--- src/rtl/simplebus_master.sv ---
// simplebus_master: Wishbone-pipelined slave that bridges 32-bit loads/stores
// onto the byte-serial simplebus, plus the IRQ synchroniser and pin-mux select.
//
// state    | meaning
// ---------+-------------------------------------------------------------
// IDLE     | bus quiet, divider parked, ready to accept a request
// SEND     | driving CMD/ADR(/DATA) bytes, one per bus period
// WAIT_ACK | polling the inbound byte for the slave's 0x01 response
// RECV     | collecting four read-data bytes, most significant first
// DONE     | one-cycle Wishbone ack, then back to IDLE
module simplebus_master #(
    parameter int CLK_DIV = 2,
    parameter int TIMEOUT = 255
) (
    input  logic        wb_clk_i,
    input  logic        wb_rst_i,
    input  logic [29:0] wb_adr_i,
    input  logic [31:0] wb_dat_i,
    input  logic [3:0]  wb_sel_i,
    input  logic        wb_we_i,
    input  logic        wb_stb_i,
    input  logic        wb_cyc_i,
    output logic        wb_ack_o,
    output logic [31:0] wb_dat_o,
    output logic        wb_stall_o,
    input  logic        enable,
    output logic        simplebus_enabled,
    output logic        simplebus_clk,
    output logic [7:0]  simplebus_bus_out,
    output logic        simplebus_parity_out,
    input  logic [7:0]  simplebus_bus_in,
    input  logic        simplebus_parity_in,
    input  logic        simplebus_irq,
    output logic        irq_o,
    output logic        err_o,
    input  logic        err_clr
);

    localparam int            DW       = (CLK_DIV > 1) ? $clog2(CLK_DIV) : 1;
    localparam logic [DW-1:0] DIV_LAST = DW'(CLK_DIV - 1);
    localparam logic [7:0]    TO_LAST  = 8'(TIMEOUT - 1);

    typedef enum logic [2:0] {IDLE, SEND, WAIT_ACK, RECV, DONE} state_t;

    state_t        state, state_next;
    logic [DW-1:0] div_cnt;
    logic          bus_active, div_wrap, fall_tick, rise_tick;
    logic          accept, in_par_ok;
    logic [3:0]    byte_idx, last_idx;
    logic [29:0]   lat_adr;
    logic [31:0]   lat_dat;
    logic [3:0]    lat_sel;
    logic          lat_we;
    logic [7:0]    to_cnt;
    logic [1:0]    rx_cnt;
    logic [23:0]   rx_shift;
    logic          rx_err;
    logic          cyc_lost;
    logic          irq_meta;
    logic          set_err, load_rdata;
    logic [31:0]   rdata_next;

    // Byte idx of the outbound frame: CMD, four ADR bytes, then DATA for writes.
    function automatic logic [7:0] frame_byte(input logic [3:0]  idx,
                                              input logic [29:0] adr,
                                              input logic [31:0] dat,
                                              input logic [3:0]  sel,
                                              input logic        we);
        case (idx)
            4'd0:    frame_byte = {2'b00, sel, we, 1'b1};
            4'd1:    frame_byte = {2'b00, adr[29:24]};
            4'd2:    frame_byte = adr[23:16];
            4'd3:    frame_byte = adr[15:8];
            4'd4:    frame_byte = adr[7:0];
            4'd5:    frame_byte = dat[31:24];
            4'd6:    frame_byte = dat[23:16];
            4'd7:    frame_byte = dat[15:8];
            4'd8:    frame_byte = dat[7:0];
            default: frame_byte = 8'h00;
        endcase
    endfunction

    assign bus_active = (state == SEND) || (state == WAIT_ACK) || (state == RECV);
    assign div_wrap   = bus_active && (div_cnt == DIV_LAST);
    assign fall_tick  = div_wrap && simplebus_clk;
    assign rise_tick  = div_wrap && !simplebus_clk;

    // Stall is only ever low in IDLE, so acceptance needs no stall term.
    assign accept     = (state == IDLE) && wb_cyc_i && wb_stb_i;
    assign in_par_ok  = (simplebus_parity_in == ^simplebus_bus_in);
    assign last_idx   = lat_we ? 4'd8 : 4'd4;

    assign wb_stall_o           = (state != IDLE);
    assign wb_ack_o             = (state == DONE) && !cyc_lost && wb_cyc_i;
    assign simplebus_parity_out = ^simplebus_bus_out;

    // State register.
    always_ff @(posedge wb_clk_i) begin
        if (wb_rst_i) state <= IDLE;
        else          state <= state_next;
    end

    // Next-state decode plus the error/read-data strobes that go with each exit.
    always_comb begin
        state_next = state;
        set_err    = 1'b0;
        load_rdata = 1'b0;
        rdata_next = '0;
        case (state)
            IDLE: begin
                if (accept) begin
                    if (enable) begin
                        state_next = SEND;
                    end else begin
                        state_next = DONE;
                        load_rdata = 1'b1;
                        rdata_next = '1;
                    end
                end
            end
            SEND: begin
                if (fall_tick && (byte_idx == last_idx)) state_next = WAIT_ACK;
            end
            WAIT_ACK: begin
                if (rise_tick) begin
                    if (simplebus_bus_in == 8'h00) begin
                        if (to_cnt == TO_LAST) begin
                            set_err    = 1'b1;
                            state_next = DONE;
                            load_rdata = 1'b1;
                            rdata_next = '1;
                        end
                    end else if ((simplebus_bus_in == 8'h01) && in_par_ok) begin
                        if (lat_we) begin
                            state_next = DONE;
                            load_rdata = 1'b1;
                            rdata_next = '0;
                        end else begin
                            state_next = RECV;
                        end
                    end else begin
                        set_err    = 1'b1;
                        state_next = DONE;
                        load_rdata = 1'b1;
                        rdata_next = '1;
                    end
                end
            end
            RECV: begin
                if (rise_tick) begin
                    if (!in_par_ok) set_err = 1'b1;
                    if (rx_cnt == 2'd3) begin
                        state_next = DONE;
                        load_rdata = 1'b1;
                        rdata_next = (rx_err || !in_par_ok) ? '1 : {rx_shift, simplebus_bus_in};
                    end
                end
            end
            DONE:    state_next = IDLE;
            default: state_next = IDLE;
        endcase
    end

    // Bus clock divider; parked with the clock low whenever no frame is in flight.
    always_ff @(posedge wb_clk_i) begin
        if (wb_rst_i || !bus_active) begin
            div_cnt       <= '0;
            simplebus_clk <= 1'b0;
        end else if (div_wrap) begin
            div_cnt       <= '0;
            simplebus_clk <= ~simplebus_clk;
        end else begin
            div_cnt <= div_cnt + 1'b1;
        end
    end

    // Outbound frame: byte 0 goes out at acceptance, later bytes on fall ticks.
    always_ff @(posedge wb_clk_i) begin
        if (wb_rst_i) begin
            simplebus_bus_out <= '0;
            byte_idx          <= '0;
            lat_adr           <= '0;
            lat_dat           <= '0;
            lat_sel           <= '0;
            lat_we            <= 1'b0;
        end else if (accept && enable) begin
            lat_adr           <= wb_adr_i;
            lat_dat           <= wb_dat_i;
            lat_sel           <= wb_sel_i;
            lat_we            <= wb_we_i;
            byte_idx          <= '0;
            simplebus_bus_out <= frame_byte(4'd0, wb_adr_i, wb_dat_i, wb_sel_i, wb_we_i);
        end else if ((state == SEND) && fall_tick) begin
            if (byte_idx == last_idx) begin
                simplebus_bus_out <= 8'h00;
            end else begin
                byte_idx          <= byte_idx + 4'd1;
                simplebus_bus_out <= frame_byte(byte_idx + 4'd1, lat_adr, lat_dat, lat_sel, lat_we);
            end
        end
    end

    // Response side: idle-period count while waiting, byte shifter while receiving.
    always_ff @(posedge wb_clk_i) begin
        if (wb_rst_i) begin
            to_cnt   <= '0;
            rx_cnt   <= '0;
            rx_shift <= '0;
            rx_err   <= 1'b0;
        end else begin
            case (state)
                SEND: begin
                    to_cnt <= '0;
                    rx_cnt <= '0;
                    rx_err <= 1'b0;
                end
                WAIT_ACK: begin
                    if (rise_tick && (simplebus_bus_in == 8'h00)) to_cnt <= to_cnt + 8'd1;
                end
                RECV: begin
                    if (rise_tick) begin
                        rx_shift <= {rx_shift[15:0], simplebus_bus_in};
                        rx_cnt   <= rx_cnt + 2'd1;
                        if (!in_par_ok) rx_err <= 1'b1;
                    end
                end
                default: ;
            endcase
        end
    end

    // A requester that drops cyc mid-frame loses its ack and its read data.
    always_ff @(posedge wb_clk_i) begin
        if (wb_rst_i || (state == IDLE) || (state == DONE)) cyc_lost <= 1'b0;
        else if (!wb_cyc_i)                                  cyc_lost <= 1'b1;
    end

    // Read data register; holds between acks.
    always_ff @(posedge wb_clk_i) begin
        if (wb_rst_i)                                      wb_dat_o <= '0;
        else if (load_rdata && wb_cyc_i && !cyc_lost)      wb_dat_o <= rdata_next;
    end

    // Sticky error; a new error in the same cycle as err_clr wins.
    always_ff @(posedge wb_clk_i) begin
        if (wb_rst_i)     err_o <= 1'b0;
        else if (set_err) err_o <= 1'b1;
        else if (err_clr) err_o <= 1'b0;
    end

    // Pin-mux select and two-flop IRQ synchroniser.
    always_ff @(posedge wb_clk_i) begin
        if (wb_rst_i) begin
            simplebus_enabled <= 1'b0;
            irq_meta          <= 1'b0;
            irq_o             <= 1'b0;
        end else begin
            simplebus_enabled <= enable;
            irq_meta          <= simplebus_irq;
            irq_o             <= irq_meta;
        end
    end

endmodule

--- config.mk ---
export PLATFORM = sky130hd
export DESIGN_NAME = simplebus_master
export DESIGN_NICKNAME = d
export VERILOG_FILES = /design/src/rtl/simplebus_master.sv
export SDC_FILE = /design/constraint.sdc
export NUM_CORES = 1
export LEC_CHECK = 0
export ABC_AREA = 1
export BUFFER_PORTS_ARGS = -buffer_cell sky130_fd_sc_hd__buf_2
export CAP_MARGIN = 20
export CORE_ASPECT_RATIO = 1.1
export CORE_UTILIZATION = 51
export DETAILED_ROUTE_END_ITERATION = 12
export GPL_ROUTABILITY_DRIVEN = 0
export PLACE_DENSITY_LB_ADDON = 0.15
export RECOVER_POWER = 25
export SLEW_MARGIN = 5
export SYNTH_ARGS = -nofsm -noshare
export SYNTH_HDL_FRONTEND = slang
export SYNTH_SLANG_ARGS = --single-unit
--- constraint.sdc ---
create_clock -name wb_clk_i -period 1.8 [get_ports wb_clk_i]
set_clock_uncertainty 0.1 [all_clocks]
set_input_delay 0.18 -clock wb_clk_i [delete_from_list [all_inputs] [get_ports wb_clk_i]]
set_output_delay 0.18 -clock wb_clk_i [all_outputs]
set_load 0.005 [all_outputs]
# Yosys cells after proc, flatten, opt, wreduce, memory -nomap -nowiden
# Index checks and enable logic that the tools add are counted.
[totals]
in_bits = 83
output_inout_bits = 47
regBits = 156
word_cells = 144
[classes]
eq_ne = 25
add_sub_neg = 4
mux = 51
bitwise = 2
reduce_logical = 42
[ops]
columns = ["op", "count"]
rows = [
  ["32-bit 2-to-1 mux", 9],
  ["32-bit case mux with 3 select lines", 1],
  ["8-bit case mux with 9 select lines", 1],
  ["3-bit 2-to-1 mux", 10],
  ["1-bit 2-to-1 mux", 18],
  ["4-bit by 3-bit equality test with 1-bit output, second input constant", 4],
  ["8-bit 2-to-1 mux", 2],
  ["8-bit case mux with 2 select lines", 1],
  ["8-bit XOR reduction", 2],
  ["1-bit logical AND", 14],
  ["6-bit 2-to-1 mux", 2],
  ["3-bit case mux with 4 select lines", 1],
  ["8-bit by 1-bit adder with 8-bit output, second input constant", 1],
  ["4-bit by 2-bit equality test with 1-bit output, second input constant", 2],
  ["8-bit by 1-bit equality test with 1-bit output, second input constant", 1],
  ["8-bit equality test, second input constant", 1],
  ["8-bit logical NOT", 1],
  ["2-bit inequality test, second input constant", 4],
  ["2-bit AND reduction", 4],
  ["2-bit nonzero test", 4],
  ["3-bit by 2-bit equality test with 1-bit output, second input constant", 2],
  ["1-bit logical OR", 6],
  ["2-bit by 1-bit inequality test with 1-bit output, second input constant", 3],
  ["6-bit AND reduction", 1],
  ["other kinds (23)", 29],
]

# Logic depth before layout (Yosys ltp)
# Gate-level depths: netlist (run 1).
[logic_depth]
ltp_word = 9
depth_mapped = 16
ltp_nobuf = 15

# Least setup slack after synthesis (run 1)
# OpenSTA, ideal clock, no wires.
[synth_timing]
path_type = "input port to flip-flop"
from = "input simplebus_bus_in[6]"
to = "register wb_dat_o[2]"
setup_time_ps = 112
arrival_ps = 1740
path_stages = 13
n_path_buf = 1
required_ps = 1588
setup_slack_ps = -152
path_cell_list = "inv_1 -> ha_1 -> xor2_1 -> inv_1 -> nand2_1 -> nand2_1 -> inv_1 -> nand2_1 -> a21oi_1 -> clkbuf_1 -> nand2_1 -> nor2_2 -> nor2_1"
[synth_via]
elab_chain_cells = 9
elab_cells_between_ends = 20
cone_classes = "eq/ne (2); mux (11); reduce/logical (7)"
[synth_lines]
columns = ["element", "line", "text"]
rows = [
  ["from (decl)", "31", "input logic [7:0] simplebus_bus_in,"],
  ["8-bit XOR reduction", "90", "assign in_par_ok = (simplebus_parity_in == ^simplebus_bus_in);"],
  ["1-bit equality test", "90", ""],
  ["1-bit logical AND", "133", "end else if ((simplebus_bus_in == 8'h01) && in_par_ok) begin"],
  ["1-bit 2-to-1 mux", "133", ""],
  ["1-bit 2-to-1 mux", "126", "if (simplebus_bus_in == 8'h00) begin"],
  ["1-bit 2-to-1 mux", "125", "if (rise_tick) begin"],
  ["1-bit case mux with 3 select lines", "109", "case (state)"],
  ["1-bit logical AND (2 in a row)", "241", "else if (load_rdata && wb_cyc_i && !cyc_lost) wb_dat_o <= rdata_next;"],
  ["to (signal assigned)", "241", ""],
  ["to (decl)", "24", "output logic [31:0] wb_dat_o,"],
]
# Several ways; a longest one is shown, not always the timed one.
# A chain may end at the register's enable or synchronous reset.

==> flow_summary.json, run 1 <==
{
  "cp.arrival_ps": 2300,
  "cp_common_cell": "nand2_1",
  "synthFlopType": "dfxtp_1",
  "hpwl_mm": 14.04,
  "die_x_um": 117.3,
  "worstPathMaxFanout": 6,
  "track_usage_pct": 29.53,
  "layout-drive-gt1-share_pct": 29.69,
  "synthCells": 1092,
  "cts_buffers": 17,
  "crit_cells": 15,
  "synthesis.nets": 1188,
  "clock-root-buffer": "clkbuf_16",
  "htree_levels": 4,
  "rsz0062_at_grt": "true",
  "violations": "negative setup slack",
  "multiInputGateArea_mm2": 0.004129,
  "syn_avg_cell_area_um2": 6.835,
  "final.fill_count": 1039,
  "post-route-min-period_ps": 2036,
  "path_class": "flop to flop",
  "ff_latch_area_mm2": 0.003133,
  "io-pin-count": 130,
  "hold_violations": 0,
  "setup_ws_ps": -236.3,
  "syn_to_final_growth_pct": 46.77,
  "portBuffers": 129,
  "setup_tns_ps": -6578,
  "r2r_start": "byte_idx[0]",
  "initial_core_util_pct": 52.08,
  "routed_wl_mm": 22.53,
  "grt_pass1_vias": 7613,
  "vias_per_cell": 5.172,
  "firstDrtPassIters": 7,
  "p_leak_uw": 0.005212,
  "route.met2.wl_mm": 12.03,
  "cp.buffers_inverters": 5,
  "wl_met1_mm": 8.433,
  "syn_area_mm2": 0.007463,
  "antenna_found_initial": 0,
  "highest_layer": "met4",
  "rows": 46,
  "crit_chain": "buf_6 -> inv_4 -> ha_4 -> inv_4 -> a21oi_4 -> nand2_1 -> nand2_1 -> nand2_2 -> nor2_4 -> nand3_4 -> buf_12 -> clkbuf_16 -> nand2_2 -> nand2_1 -> nor2_1",
  "r2r_slack_ps": -240,
  "dr_wl_met3_um": 924,
  "critical-path-max-stage-delay_ps": 330,
  "r2r_cells": 15,
  "synth_edf_count": 0,
  "cts_sinks": 156,
  "worstReg2RegEnd": "wb_dat_o[22]",
  "max_slew_margin_pct": 23.15,
  "yosys_register_bits": 156,
  "dieHeight_um": 128.9,
  "worst_pin_slew_ps": 1153,
  "ys_warn_count": 0,
  "report.final.setup_viol": 41,
  "worstSetupEndpointType": "flop",
  "powerDensity_mw_per_mm2": 849.1,
  "holdCritPathClass": "input pin to flop",
  "cap_violations": 0,
  "ant_nets": 0,
  "crit_family": "simple AND/OR/NAND/NOR gates",
  "peakVddDrop_v": 0.0006433,
  "crit_slowest_cell": "dfxtp_2",
  "synth-seq-area-share_pct": 41.84,
  "grt_max_degree": 58,
  "path_clk_slew_ps": 60,
  "max_freq_mhz": 491.1,
  "clk_path_buf_depth": 2,
  "synth_cell_type_count": 38,
  "nets": 1459,
  "drc": 0,
  "cp-endpoint": "wb_dat_o[22]",
  "required_ps": 2060,
  "async_reset_ff_share_pct": 0,
  "status": "finished with violations",
  "dp_cells": 1445,
  "finalMaxSlewViolations": 0,
  "whs_ps": 6.195,
  "crit_start": "byte_idx[0]",
  "fin_crit_sh_pct": 113.1,
  "cts_tree": "built",
  "grt-ovfl-total": 0,
  "avgRoutedWirePerCell_um": 14.38,
  "final_cells": 1566,
  "die-area_mm2": 0.01512,
  "route.vias.total": 8099,
  "antenna_cells": 0,
  "drt-initial-drc-count": 584,
  "core_mm2": 0.01433,
  "pre_cts_ws_ps": -337.3,
  "clk_latency_ps": 430,
  "min_path_cells": 3,
  "grt_pass1_wl_mm": 35.39,
  "start_kind": "flop"
}
==> worst reg2reg max path: cells and delay by family (launching register included) <==
family | cells | cell delay [ps]
compound gates | 1 | 120
buf+inv | 5 | 580
flops | 1 | 330
simple gates | 8 | 710
fa+ha+maj | 1 | 130
==> power breakdown <==
part	switching, uW	internal [uW]
Combinational	978	881
Clock	1430	2190
Sequential	131	3690
==> metal layers <==
metal / global-route usage (%) / vias up
li1: - / 4002
met1: 30.56 / 3729
met2: 55.69 / 286
met3: 4.211 / 82
met4: 20.09 / 0
met5: 0 / -
==> worst min path at each step <==
stage	slack, ps	to	start
2_1_floorplan	190	irq_meta	simplebus_irq
3_3_place_gp	280	irq_meta	simplebus_irq
3_5_place_dp	290	irq_o	irq_meta
4_1_cts	3	irq_o	wb_rst_i
5_1_grt	10	lat_dat[20]	wb_dat_i[20]
6_report	6	lat_dat[20]	wb_dat_i[20]
==> sequential cells by signal (all words and copies together) (netlist names) <==
name	count
simplebus_clk	1
irq_o	1
wb_dat_o	32
irq_meta	1
rx_err	1
cyc_lost	1
err_o	1
lat_dat	32
simplebus_bus_out	8
rx_cnt	2
rx_shift	24
byte_idx	4
lat_adr	30
state	3
lat_sel	4
lat_we	1
simplebus_enabled	1
div_cnt	1
to_cnt	8
==> final cells by class <==
class	count	share of cell area, %
clock buffers	18	4.009
clock inverters	12	1.359
flip-flops and latches	156	28.60
multi-input cells	776	37.69
inverters	102	3.541
well taps	192	2.193
repair buffers	310	22.60
==> per-stage QoR <==
stage               util, %  power, uW  area (um^2)
floorplan                 -       4737         7496
global route          76.44       9696        10950
CTS                   73.12       9133        10480
global placement      61.64       5260         8833
finish                76.44       9301        10950
detailed placement    61.64       5289         8833
==> kinds of logic after synthesis <==
family,synth area share [%]
DFF,41.84
adders and majority gates,2.179
and+or+nand+nor,32.69
buffers and inverters,9.388
AOI/OAI and AO/OA,12.17
xor gates and xnor gates,1.727
==> Yosys cell counts (3+ instances only) <==
master | n | area (um^2)
o21ai_0 | 113 | 565.5
nor2_2 | 14 | 87.58
buf_6 | 7 | 78.83
nor2_1 | 219 | 822.0
nand3_1 | 44 | 220.2
nor3_1 | 5 | 25.02
inv_1 | 94 | 352.8
clkbuf_8 | 3 | 41.29
xnor2_1 | 7 | 61.31
nand4_1 | 29 | 181.4
a21oi_1 | 57 | 285.3
nand2_1 | 242 | 908.4
xor2_1 | 4 | 35.03
clkbuf_1 | 34 | 127.6
inv_2 | 7 | 26.28
ha_1 | 13 | 162.7
dfxtp_1 | 156 | 3123
nor2_4 | 3 | 33.78
nand2_2 | 4 | 25.02
buf_2 | 14 | 70.07
==> timing repair <==
item,4_1_cts,5_1_grt
hold buffers,72,0
endpoints found under the hold margin,72,0
buffers inserted,8,7
pin swaps,21,44
endpoints found under the setup margin,42,90
cloned,3,4
resized for setup,54,103
==> cell usage in the layout (no fill, tap or decap), types with 7 or more instances in the layout <==
cell,instances
a21oi_1,48
inv_2,13
nor2_1,184
buf_2,118
clkbuf_1,12
inv_1,86
nand3_1,34
o21ai_0,113
clkbuf_16,21
nor2_4,17
buf_4,78
nand2_2,34
nand2_4,8
buf_6,11
dlygate4sd3_1,72
nand3_2,10
ha_1,8
nand4_1,29
dfxtp_1,152
xnor2_1,7
nand2_1,206
nor2_2,35
a21oi_2,8
buf_12,12
No activity file was read; power rests on OpenSTA's default activity.
==> run 2: changes to the inputs <==
Settings changed: SKIP_CTS_REPAIR_TIMING from default to 1, SKIP_LAST_GASP from default to 1.
==> run 2 against run 1 <==
Compared with the run above:
- the run ends with negative hold slack, negative setup slack left
- critical path depth decreased by 3
- sequential share of layout area up 0.34 points
- count of clock-buffer cells in the layout unchanged
- die area did not move
- worst hold slack got worse by 55 ps
- global-route usage fell by 2.9 points
- cell count about the same
- critical endpoint is now simplebus_bus_out[3]
- largest cell class unchanged
- largest power group unchanged
==> flow_summary.json, run 2 (synthesized netlist as in run 1, its figures left out) <==
{
  "status": "finished with violations",
  "violations": "negative hold slack, negative setup slack",
  "crit_family": "simple AND/OR/NAND/NOR gates",
  "firstDrtPassIters": 6,
  "setup_ws_ps": -286.9,
  "vias_per_cell": 5.115,
  "cts_tree": "built",
  "io-pin-count": 130,
  "cts_buffers": 17,
  "final.fill_count": 1061,
  "min-delay-start": "wb_adr_i[14]",
  "top_usage_layer": "met2",
  "portBuffers": 129,
  "max_slew_margin_pct": 74.57,
  "worst_pin_slew_ps": 381.4,
  "die-area_mm2": 0.01512,
  "rsz0062_at_grt": "true",
  "use_met1_pct": 28.38,
  "drt-initial-drc-count": 634,
  "antenna_cells": 0,
  "clk_latency_ps": 420,
  "required_ps": 2050,
  "post-route-min-period_ps": 2087,
  "total_power_uw": 9229,
  "whs_endpoint": "lat_adr[14]",
  "cap_violations": 0,
  "fin_crit_sh_pct": 115.9,
  "critical-path-max-stage-delay_ps": 330,
  "routed_wl_mm": 22.39,
  "grtUsageMet3_pct": 3.901,
  "report.final.setup_viol": 42,
  "peakVddDrop_v": 0.0006441,
  "cts_sinks": 156,
  "final_util_pct": 75.47,
  "nets": 1458,
  "clock-root-buffer": "clkbuf_16",
  "grt_pass1_vias": 6876,
  "rows": 46,
  "r2r_slack_ps": -290,
  "grt_max_degree": 58,
  "r2r_start": "byte_idx[0]",
  "grt-ovfl-total": 0,
  "largestRegisters": "lat_dat x32, wb_dat_o x32, lat_adr x30",
  "worstSetupEndpointType": "flop",
  "crit_chain": "buf_4 -> ha_4 -> xor2_4 -> buf_6 -> nor2_4 -> buf_6 -> nand3_1 -> nand2_1 -> nor2_1 -> nand3_1 -> nand2_1 -> a21oi_1",
  "setup_tns_ps": -7760,
  "initial_core_util_pct": 52.08,
  "route.vias.total": 8005,
  "htree_levels": 4,
  "cp.buffers_inverters": 3,
  "final_common_cell": "nand2_1",
  "start_kind": "flop",
  "path_clk_slew_ps": 60,
  "path_class": "flop to flop",
  "use_met2_pct": 49.56,
  "core_mm2": 0.01433,
  "clk_path_buf_depth": 2,
  "layout-drive-gt1-share_pct": 28.48,
  "track_usage_pct": 26.64,
  "layout_common_cells": "nand2_1, nor2_1, dfxtp_1, buf_2, o21ai_0",
  "finalMaxSlewViolations": 0,
  "grt_pass1_wl_mm": 32.01,
  "max_freq_mhz": 479.2,
  "ant_nets": 0,
  "syn_to_final_growth_pct": 44.91,
  "powerDensity_mw_per_mm2": 853.4,
  "holdCritPathClass": "input pin to flop",
  "avgRoutedWirePerCell_um": 14.30,
  "hold_violations": 2,
  "hpwl_mm": 14.04,
  "dieHeight_um": 128.9,
  "p_leak_uw": 0.005228,
  "die_x_um": 117.3,
  "whs_ps": -48.38,
  "crit_slowest_cell": "dfxtp_2",
  "min_path_cells": 3,
  "worstPathMaxFanout": 6,
  "worstReg2RegEnd": "simplebus_bus_out[3]",
  "drc": 0,
  "antenna_found_initial": 0,
  "r2r_cells": 12,
  "cp.arrival_ps": 2340
}
[run 2: changes by cell type in the layout (fill, tap and decap cells not counted), moves of 4 or more]
cell      delta
nor2_1      +15
clkbuf_1    -12
buf_2       +11
nand2_2     -10
nor2_2       -9
nand2_1      +8
nor2_4       -6
buf_4        +5
inv_2        -4
[run 2: worst register-to-register path: cells and delay by family (launching register included)]
family                   cells  cell delay (ps)
AO/OA/AOI/OAI                1              130
buffers and inverters        3              440
XOR/XNOR                     1              190
AND/OR/NAND/NOR              6              660
adder cells (fa/ha/maj)      1              170
flip-flops                   1              330
[run 2: worst max path at each step]
| stage | start | end | slack [ps] | cells past startpoint |
|---|---|---|---|---|
| after floorplan | simplebus_bus_in[2] | wb_dat_o[24] | 0.7 | 12 |
| after global routing | lat_we | wb_dat_o[9] | -370 | 13 |
| after detailed placement | simplebus_bus_in[2] | wb_dat_o[0] | -340 | 14 |
| after global placement | simplebus_bus_in[2] | wb_dat_o[26] | -330 | 14 |
| after CTS | byte_idx[1] | simplebus_bus_out[3] | -340 | 10 |
| final | byte_idx[0] | simplebus_bus_out[3] | -290 | 12 |
[run 2: through the flow]
stage | worst slack (ps) | cells | area, um^2
2_1_floorplan | 0.7164 | 1092 | 7496
3_3_place_gp | -331.1 | 1445 | 8833
3_5_place_dp | -337.3 | 1445 | 8833
4_1_cts | -341.2 | 1475 | 9422
5_1_grt | -370.7 | 1565 | 10820
6_report | -286.9 | 1565 | 10820
[run 2: per-layer routing]
| metal | wire (um) | part of all wire, % |
|---|---|---|
| met3 | 833 | 3.7 |
| met5 | 0 | 0 |
| met1 | 8574 | 38 |
| met2 | 11900 | 53 |
| met4 | 1083 | 4.8 |
[run 2: cell type report]
class,instances,area (um^2),area share [%]
inverter,102,395.4,3.656
tap,192,240.2,2.221
timing repair buffer,308,2425,22.42
sequential,156,3131,28.94
clock inverter,12,148.9,1.377
multi-input combinational,777,4036,37.32
clock buffer,18,439.2,4.061
[run 2: where the power goes]
| group | internal [uW] | total (uW) | leakage [uW] | switching [uW] |
|---|---|---|---|---|
| sequential | 3690 | 3810 | 0.00127 | 127 |
| combinational | 836 | 1790 | 0.00367 | 959 |
| clock | 2190 | 3620 | 0.000291 | 1430 |
| total | 6720 | 9230 | 0.00523 | 2510 |
